### config.mk
export PLATFORM = sky130hd
export DESIGN_NAME = regfile_access_ctrl
export DESIGN_NICKNAME = d
export VERILOG_FILES = /design/src/rtl/regfile_pkg.sv /design/src/rtl/operand_forward.sv /design/src/rtl/regfile_access_ctrl.sv
export SDC_FILE = /design/constraint.sdc
export NUM_CORES = 1
export LEC_CHECK = 0
export CORE_UTILIZATION = 42
export CTS_BUF_LIST = sky130_fd_sc_hd__clkbuf_8 sky130_fd_sc_hd__clkbuf_16
export DETAILED_ROUTE_END_ITERATION = 6
export PLACE_DENSITY = 0.81
export SETUP_SLACK_MARGIN = 0.2
export SYNTH_ARGS = -nofsm -noshare
export SYNTH_HDL_FRONTEND = slang
export SYNTH_SLANG_ARGS = --single-unit
### constraint.sdc
create_clock -name clk -period 2.6 [get_ports clk]
set_input_delay 0.39 -clock clk [delete_from_list [all_inputs] [get_ports clk]]
set_output_delay 0.39 -clock clk [all_outputs]
set_load 0.01 [all_outputs]
### src/rtl/regfile_pkg.sv
// regfile_pkg: shared definitions for the register-file access controller.
//   - default data/index widths and WAIT timeout
//   - controller state encoding
//   - REG_ZERO: index of the hardwired-zero register (never written, never forwarded)
package regfile_pkg;

    localparam int DATA_W_DEF  = 32;
    localparam int ADDR_W_DEF  = 5;
    localparam int TIMEOUT_DEF = 15;
    localparam int REG_ZERO    = 0;

    typedef enum logic [1:0] {
        ST_IDLE  = 2'd0,
        ST_ISSUE = 2'd1,
        ST_WAIT  = 2'd2,
        ST_HOLD  = 2'd3
    } state_e;

endpackage

### src/rtl/operand_forward.sv
// operand_forward: write-to-read forwarding for one source operand.
// In a merged access the register file returns the pre-write value, so a
// pending write to the same (non-zero) register overrides the read data.
// Ports:
//   wr_pend_i  - a write is part of the current access
//   wr_reg_i   - destination index of that write
//   wr_data_i  - data being written
//   src_reg_i  - source index of this operand
//   rf_data_i  - value returned by the register file
//   operand_o  - forwarded operand
module operand_forward
    import regfile_pkg::*;
#(
    parameter int DATA_W = DATA_W_DEF,
    parameter int ADDR_W = ADDR_W_DEF
) (
    input  logic              wr_pend_i,
    input  logic [ADDR_W-1:0] wr_reg_i,
    input  logic [DATA_W-1:0] wr_data_i,
    input  logic [ADDR_W-1:0] src_reg_i,
    input  logic [DATA_W-1:0] rf_data_i,
    output logic [DATA_W-1:0] operand_o
);

    logic hit;

    assign hit       = wr_pend_i && (wr_reg_i != ADDR_W'(REG_ZERO)) && (wr_reg_i == src_reg_i);
    assign operand_o = hit ? wr_data_i : rf_data_i;

endmodule

### src/rtl/regfile_access_ctrl.sv
// regfile_access_ctrl: merges decode operand reads and writeback writes into
// single register-file accesses (IDLE -> ISSUE -> WAIT -> [HOLD] -> IDLE).
// Ports:
//   clk, rst_n                    - clock, async active-low reset
//   dec_valid/dec_ready/dec_rs/dec_rt - operand-read request
//   wb_valid/wb_ready/wb_reg/wb_data  - writeback request
//   op_valid/op_ready/op_a/op_b   - operands to execute
//   rf_en, rf_reg_write, rf_read_reg1/2, rf_write_reg, rf_write_data - access
//   rf_read_data1/2, rf_done      - register-file response
//   rf_timeout                    - sticky flag, set when an access is aborted
module regfile_access_ctrl
    import regfile_pkg::*;
#(
    parameter int DATA_W  = DATA_W_DEF,
    parameter int ADDR_W  = ADDR_W_DEF,
    parameter int TIMEOUT = TIMEOUT_DEF
) (
    input  logic              clk,
    input  logic              rst_n,
    input  logic              dec_valid,
    output logic              dec_ready,
    input  logic [ADDR_W-1:0] dec_rs,
    input  logic [ADDR_W-1:0] dec_rt,
    input  logic              wb_valid,
    output logic              wb_ready,
    input  logic [ADDR_W-1:0] wb_reg,
    input  logic [DATA_W-1:0] wb_data,
    output logic              op_valid,
    input  logic              op_ready,
    output logic [DATA_W-1:0] op_a,
    output logic [DATA_W-1:0] op_b,
    output logic              rf_en,
    output logic              rf_reg_write,
    output logic [ADDR_W-1:0] rf_read_reg1,
    output logic [ADDR_W-1:0] rf_read_reg2,
    output logic [ADDR_W-1:0] rf_write_reg,
    output logic [DATA_W-1:0] rf_write_data,
    input  logic [DATA_W-1:0] rf_read_data1,
    input  logic [DATA_W-1:0] rf_read_data2,
    input  logic              rf_done,
    output logic              rf_timeout
);

    localparam int CNT_W = $clog2(TIMEOUT + 1);

    state_e            state_q, state_d;
    logic              rd_pend_q, rd_pend_d;
    logic              wr_pend_q, wr_pend_d;
    logic [ADDR_W-1:0] rs_q, rs_d, rt_q, rt_d, wreg_q, wreg_d;
    logic [DATA_W-1:0] wdata_q, wdata_d;
    logic [DATA_W-1:0] opa_q, opa_d, opb_q, opb_d;
    logic [CNT_W-1:0]  cnt_q, cnt_d;
    logic              tmo_q, tmo_d;
    logic [DATA_W-1:0] fwd_a, fwd_b;

    operand_forward #(.DATA_W(DATA_W), .ADDR_W(ADDR_W)) u_fwd_a (
        .wr_pend_i (wr_pend_q),
        .wr_reg_i  (wreg_q),
        .wr_data_i (wdata_q),
        .src_reg_i (rs_q),
        .rf_data_i (rf_read_data1),
        .operand_o (fwd_a)
    );

    operand_forward #(.DATA_W(DATA_W), .ADDR_W(ADDR_W)) u_fwd_b (
        .wr_pend_i (wr_pend_q),
        .wr_reg_i  (wreg_q),
        .wr_data_i (wdata_q),
        .src_reg_i (rt_q),
        .rf_data_i (rf_read_data2),
        .operand_o (fwd_b)
    );

    always_ff @(posedge clk or negedge rst_n) begin
        if (!rst_n) begin
            state_q   <= ST_IDLE;
            rd_pend_q <= 1'b0;
            wr_pend_q <= 1'b0;
            rs_q      <= '0;
            rt_q      <= '0;
            wreg_q    <= '0;
            wdata_q   <= '0;
            opa_q     <= '0;
            opb_q     <= '0;
            cnt_q     <= '0;
            tmo_q     <= 1'b0;
        end else begin
            state_q   <= state_d;
            rd_pend_q <= rd_pend_d;
            wr_pend_q <= wr_pend_d;
            rs_q      <= rs_d;
            rt_q      <= rt_d;
            wreg_q    <= wreg_d;
            wdata_q   <= wdata_d;
            opa_q     <= opa_d;
            opb_q     <= opb_d;
            cnt_q     <= cnt_d;
            tmo_q     <= tmo_d;
        end
    end

    always_comb begin
        state_d   = state_q;
        rd_pend_d = rd_pend_q;
        wr_pend_d = wr_pend_q;
        rs_d      = rs_q;
        rt_d      = rt_q;
        wreg_d    = wreg_q;
        wdata_d   = wdata_q;
        opa_d     = opa_q;
        opb_d     = opb_q;
        cnt_d     = cnt_q;
        tmo_d     = tmo_q;
        unique case (state_q)
            ST_IDLE: begin
                // Both ready in IDLE, so valid alone means the handshake fires;
                // simultaneous requests share one access.
                if (dec_valid || wb_valid) begin
                    rd_pend_d = dec_valid;
                    wr_pend_d = wb_valid;
                    if (dec_valid) begin
                        rs_d = dec_rs;
                        rt_d = dec_rt;
                    end
                    if (wb_valid) begin
                        wreg_d  = wb_reg;
                        wdata_d = wb_data;
                    end
                    cnt_d   = '0;
                    state_d = ST_ISSUE;
                end
            end
            ST_ISSUE: state_d = ST_WAIT;
            ST_WAIT: begin
                if (rf_done) begin
                    if (rd_pend_q) begin
                        opa_d   = fwd_a;
                        opb_d   = fwd_b;
                        state_d = ST_HOLD;
                    end else begin
                        state_d = ST_IDLE;
                    end
                end else begin
                    cnt_d = cnt_q + 1'b1;
                    if (cnt_d == CNT_W'(TIMEOUT)) begin
                        tmo_d   = 1'b1;
                        state_d = ST_IDLE;
                    end
                end
            end
            ST_HOLD: if (op_ready) state_d = ST_IDLE;
            default: state_d = ST_IDLE;
        endcase
    end

    assign dec_ready     = (state_q == ST_IDLE);
    assign wb_ready      = (state_q == ST_IDLE);
    assign op_valid      = (state_q == ST_HOLD);
    assign op_a          = opa_q;
    assign op_b          = opb_q;
    assign rf_en         = (state_q == ST_ISSUE);
    // Write enable is qualified by the strobe so it never lingers outside ISSUE.
    assign rf_reg_write  = (state_q == ST_ISSUE) && wr_pend_q;
    assign rf_read_reg1  = rs_q;
    assign rf_read_reg2  = rt_q;
    assign rf_write_reg  = wreg_q;
    assign rf_write_data = wdata_q;
    assign rf_timeout    = tmo_q;

endmodule

---- After elaboration in Yosys (flattened, before gate mapping) ----
Cells that the tools add are included.
word-level totals
  register bits after elaboration ......... 120
  word-level logic and storage cells ...... 49
  bits of input ports ..................... 117
  output and inout port bits .............. 117
cells by class
  add/subtract/negate cells ............... 1
  equal/unequal tests ..................... 10
  bitwise operators ....................... 1
  reductions and logical operators ........ 15
  muxes and demuxes ....................... 11
operators by type and width
  kind                   count
  $mux W32               2
  $reduce_and A3 Y1      6
  $eq A5 B5 Y1           2
  $mux W2                5
  $mux W4                2
  $pmux W2 S4            1
  $pmux W4 S2            1
  $reduce_bool A5 Y1     1
  $add A4 B1 Y4 const B  1
  $eq A2 B2 Y1 const B   2
  $eq A4 B4 Y1 const B   1
  $logic_and A1 B1 Y1    4
  $ne A2 B1 Y1 const B   2
  $ne A3 B3 Y1 const B   1
  $eq A2 B1 Y1 const B   1
  $logic_not A2 Y1       1
  $ne A2 B2 Y1 const B   1
  $reduce_and A2 Y1      1
  $reduce_bool A2 Y1     1
  $logic_or A1 B1 Y1     1
  $not A1 Y1             1

---- Longest topological paths before layout ----
  depth in word-level cells ............... 5
  mapped depth ............................ 6
  gate-level depth less buffers ........... 5

---- Cells and area by module ----
A second synthesis with hierarchy kept.
second synthesis, totals
  cells, all modules ...................... 380
  area total of the unflattened synthesis .. 5,874.4 sq um
modules (own cells, without submodules)
  module               instances  seq. area each (sq um)  area an instance (sq um)  cells an instance
  regfile_access_ctrl  1          3,002.9                 4,685.7                   290
  operand_forward      2          0.0                     594.3                     45

---- Least setup slack after synthesis ----
No wires, ideal clock.
  path kind ............................... register -> register
  from .................................... register wreg_q[1] (netlist: rf_write_reg[1])
  to ...................................... register opb_q[10] (netlist: op_b[10])
  stages on the path, launching flop included .. 6
  library setup time ...................... 126 ps
  data required time ...................... 2,474 ps
  data arrival time ....................... 1,739 ps
  slack ................................... 735 ps
  period minus slack after synthesis ...... 1,865 ps
  buffers on the path ..................... 1
  cell sequence ........................... dfrtp_1 > or4_4 > o211ai_2 > nor3_2 > buf_6 > a221o_1
between the ends
  longest elaborated chain between the ends .. 4
  elaborated cells between the ends (all ways) .. 5
  classes of those cells .................. eq/ne: 1; mux: 1; reduce/logical: 3
RTL lines
  what                      line                       source
  start: declaration        regfile_access_ctrl.sv:49  logic [ADDR_W-1:0] rs_q, rs_d, rt_q, rt_d, wreg_q, wreg_d;
  start signal: assignment  regfile_access_ctrl.sv:93  wreg_q <= wreg_d;
  $reduce_bool A5 Y1        operand_forward.sv:27      assign hit = wr_pend_i && (wr_reg_i != ADDR_W'(REG_ZERO)) && (wr_reg_i == src_reg_i);
  $logic_and A1 B1 Y1       operand_forward.sv:27
  $logic_and A1 B1 Y1 *     operand_forward.sv:27
  $mux W32 *                operand_forward.sv:28      assign operand_o = hit ? wr_data_i : rf_data_i;
  end signal: assignment    regfile_access_ctrl.sv:96  opb_q <= opb_d;
  end: declaration          regfile_access_ctrl.sv:51  logic [DATA_W-1:0] opa_q, opa_d, opb_q, opb_d;
Every way passes the cells marked *; elsewhere a longest branch is shown, timed or not.
A chain may end at the register's enable or synchronous reset.

---- Final worst setup path ----
  from .................................... register state_q[0]
  to ...................................... output port rf_reg_write
between the ends
  longest elaborated chain between the ends .. 2
RTL lines
  what                      line                        source
  start: declaration        regfile_access_ctrl.sv:46   state_e state_q, state_d;
  start signal: assignment  regfile_access_ctrl.sv:88   state_q <= state_d;
  $eq A2 B1 Y1              regfile_access_ctrl.sv:163  assign rf_reg_write = (state_q == ST_ISSUE) && wr_pend_q;
  $logic_and A1 B1 Y1       regfile_access_ctrl.sv:163
  end: declaration          regfile_access_ctrl.sv:33   output logic rf_reg_write,
Every way passes these cells.

==> run summary <==
initial detailed-routing violation count -> 245
min-delay src -> rf_timeout
Clock Tree Root -> clkbuf_16
RR Startpoint -> rf_write_reg[1]
HPWL Detailed -> 10.7 mm
final WL -> 15.6 mm
GPL Wtd Cong -> 0.806
antenna fix cells -> 0
num rows -> 40
Overall Global Routing Usage -> 25.8%
setup TNS -> 0 ps
EDFF count, synth -> 0
final net count -> 745
commonest non-fill, non-tap cells in the layout -> clkdlybuf4s50_1 (232), dfrtp_1 (120), and2_1 (66)
port buffer count -> 233
clk_lat worst skew -> 420 ps
vias in the first global route -> 4597
hold_buf cts -> 1
Static Leak -> 0.00351 uW
# resized after CTS -> 0
cell area after synthesis -> 5210 um^2
critical path data arrival time -> 1850 ps
post-synthesis cell count -> 386
TritonCTS clock tree -> built
top post-synthesis cells by area -> dfrtp_1 (58%), a221o_1 (12%), mux2_2 (10%), and2_1 (7.9%), xnor2_1 (1.7%)
min Tclk post-route -> 2240 ps
Netlist cell types -> 38
core region area -> 12100 um^2
WP data required -> 2210 ps
clock power share -> 22.9%
WS Path Type -> flip-flop to output pin
initial antenna violation count -> 0
# IOs -> 234
clock-pin transition on the worst setup and hold timing paths -> 50 ps
final slew viol count -> 0
clk buf depth -> 2
top fanout value on the critical path -> 12
top cell type's share of synthesized area -> 57.6%
DRT antenna net count -> 0
Die Ht -> 113 um
PwrDens -> 1260 nW/um^2
Synth Flop Type -> dfrtp_1
Sink Count -> 120
fillcell total -> 880
r2r setup slk -> 530 ps
syn_nets -> 505
VDD IR max -> 0.716 mV
share of flip-flops with an asynchronous set or reset -> 100%
sequential cell area fraction in the yosys report -> 57.6%
max-capacitance violation count -> 0
Post-CTS Setup Inserts -> 0
Reg power frac -> 34.0%
worst rel slew slack -> 63.7%
Initial DRT Pass Iterations -> 4
Via Count -> 4303
Final Total Pwr -> 10500 uW
FF+latch count, synth -> 120
H-tree Lvls -> 4
Net Switching -> 3380 uW
layout cells sized above 1 -> 15.3%
Fmax -> 0.446 GHz
maximum number of pins on one net before global-route repair -> 62
Critical Path Start -> state_q[0]
die width -> 113 um
die area -> 12900 um^2
CP Launch Type -> flip-flop
Fin. Hold Viols -> 0
sw frac -> 32.1%
Comb power frac -> 43.2%
Int Power -> 7160 uW
Least-Margin Pin Slew -> 545 ps
run status -> finished clean
final setup fails -> 0
syn avg cell area -> 13.5 um^2
DRC Markers -> 0
CTS buffer count -> 17
Starting Density -> 43.2%
RSZ-0062 raised after global routing -> false
most common cell after layout, fill and taps aside -> clkdlybuf4s50_1
area leader, netlist -> dfrtp_1
worst hold path type -> flip-flop to flip-flop
total grt overflow -> 0
Layout area overhead -> 60.1%
Tcrit/Tclk final -> 86.3%
clock skew -> 8.97 ps
Vias/cell -> 5.33
first-pass GRT wire length -> 24.9 mm
Yosys warning total -> 0
crit end category -> output pin
post-DR wirelength/cell -> 19.4 um
[cells by family after synthesis]
| logic type | Yosys count | synth area share, % |
|---|---|---|
| adders and majority gates | 2 | 0.480 |
| DFF | 120 | 57.6 |
| buffers and inverters | 29 | 3.60 |
| and+or+nand+nor | 93 | 11.2 |
| xor gates and xnor gates | 10 | 1.68 |
| AOI/OAI and AO/OA | 84 | 15.1 |
| muxes | 48 | 10.4 |
[through the flow]
step                      cell area (um^2)  utilization [%]  cells  hold WS, ps  worst slack [ps]
after floorplan                       5210                -    386         94.4               735
final                                 8340             69.1    807          467               356
after detailed placement              7720             64.0    774          408               321
after global placement                7720             64.0    774          406               375
after CTS                             8340             69.1    807          474               341
after global routing                  8340             69.1    807          513               259
[worst max-delay path: stages (launching register included)]
cell and delay [ps]:
dfrtp_1 570, nor2b_1 210, and2_1 140, clkdlybuf4s50_1 530
[power by group through the flow]
stage	registers [uW]	clock network [uW]	logic, uW
after CTS	3590	2440	4590
after global placement	3540	0	4460
after global routing	3720	2530	4870
after floorplan	3750	0	1850
final	3580	2410	4550
after detailed placement	3580	0	4550
[synth_stat cells, types with 2 or more instances]
cell type	count
dfrtp_1	120
and2_1	66
a221o_1	64
mux2_2	47
xnor2_1	10
clkbuf_1	8
buf_4	7
o21ai_0	7
buf_2	6
buf_6	6
nand2_1	6
nor2_1	4
nor3b_1	4
a21boi_0	2
a21o_1	2
ha_1	2
inv_1	2
nand4_1	2
nor2b_1	2
[path summary, 6_finish.rpt]
kind	endpoint	cells past startpoint
min reg2reg	rf_timeout	1
max reg2reg	op_b[14]	5
max	rf_reg_write	3
min in group asynchronous	rf_write_data[9]	2
max in group asynchronous	op_b[22]	3
min	rf_timeout	1
[layout make-up]
cell class | count | area (um^2) | area share [%]
flip-flops and latches | 120 | 3000 | 36.0
repair buffers | 248 | 2470 | 29.6
multi-input cells | 237 | 2040 | 24.5
clock buffers | 18 | 439 | 5.27
well taps | 168 | 210 | 2.52
clock inverters | 14 | 166 | 2.00
inverters | 2 | 7.51 | 0.0900
[per-layer routing]
layer	part of all wire, %	wire length (um)	track usage (%)	up-vias
li1	-	-	-	1929
met1	41	6420	31.4	2157
met2	50	7780	42.4	189
met3	6.8	1060	7.81	28
met4	2.5	384	11.8	0
met5	0	0	0	-
Note: power is estimated with default switching activity, not from simulation.
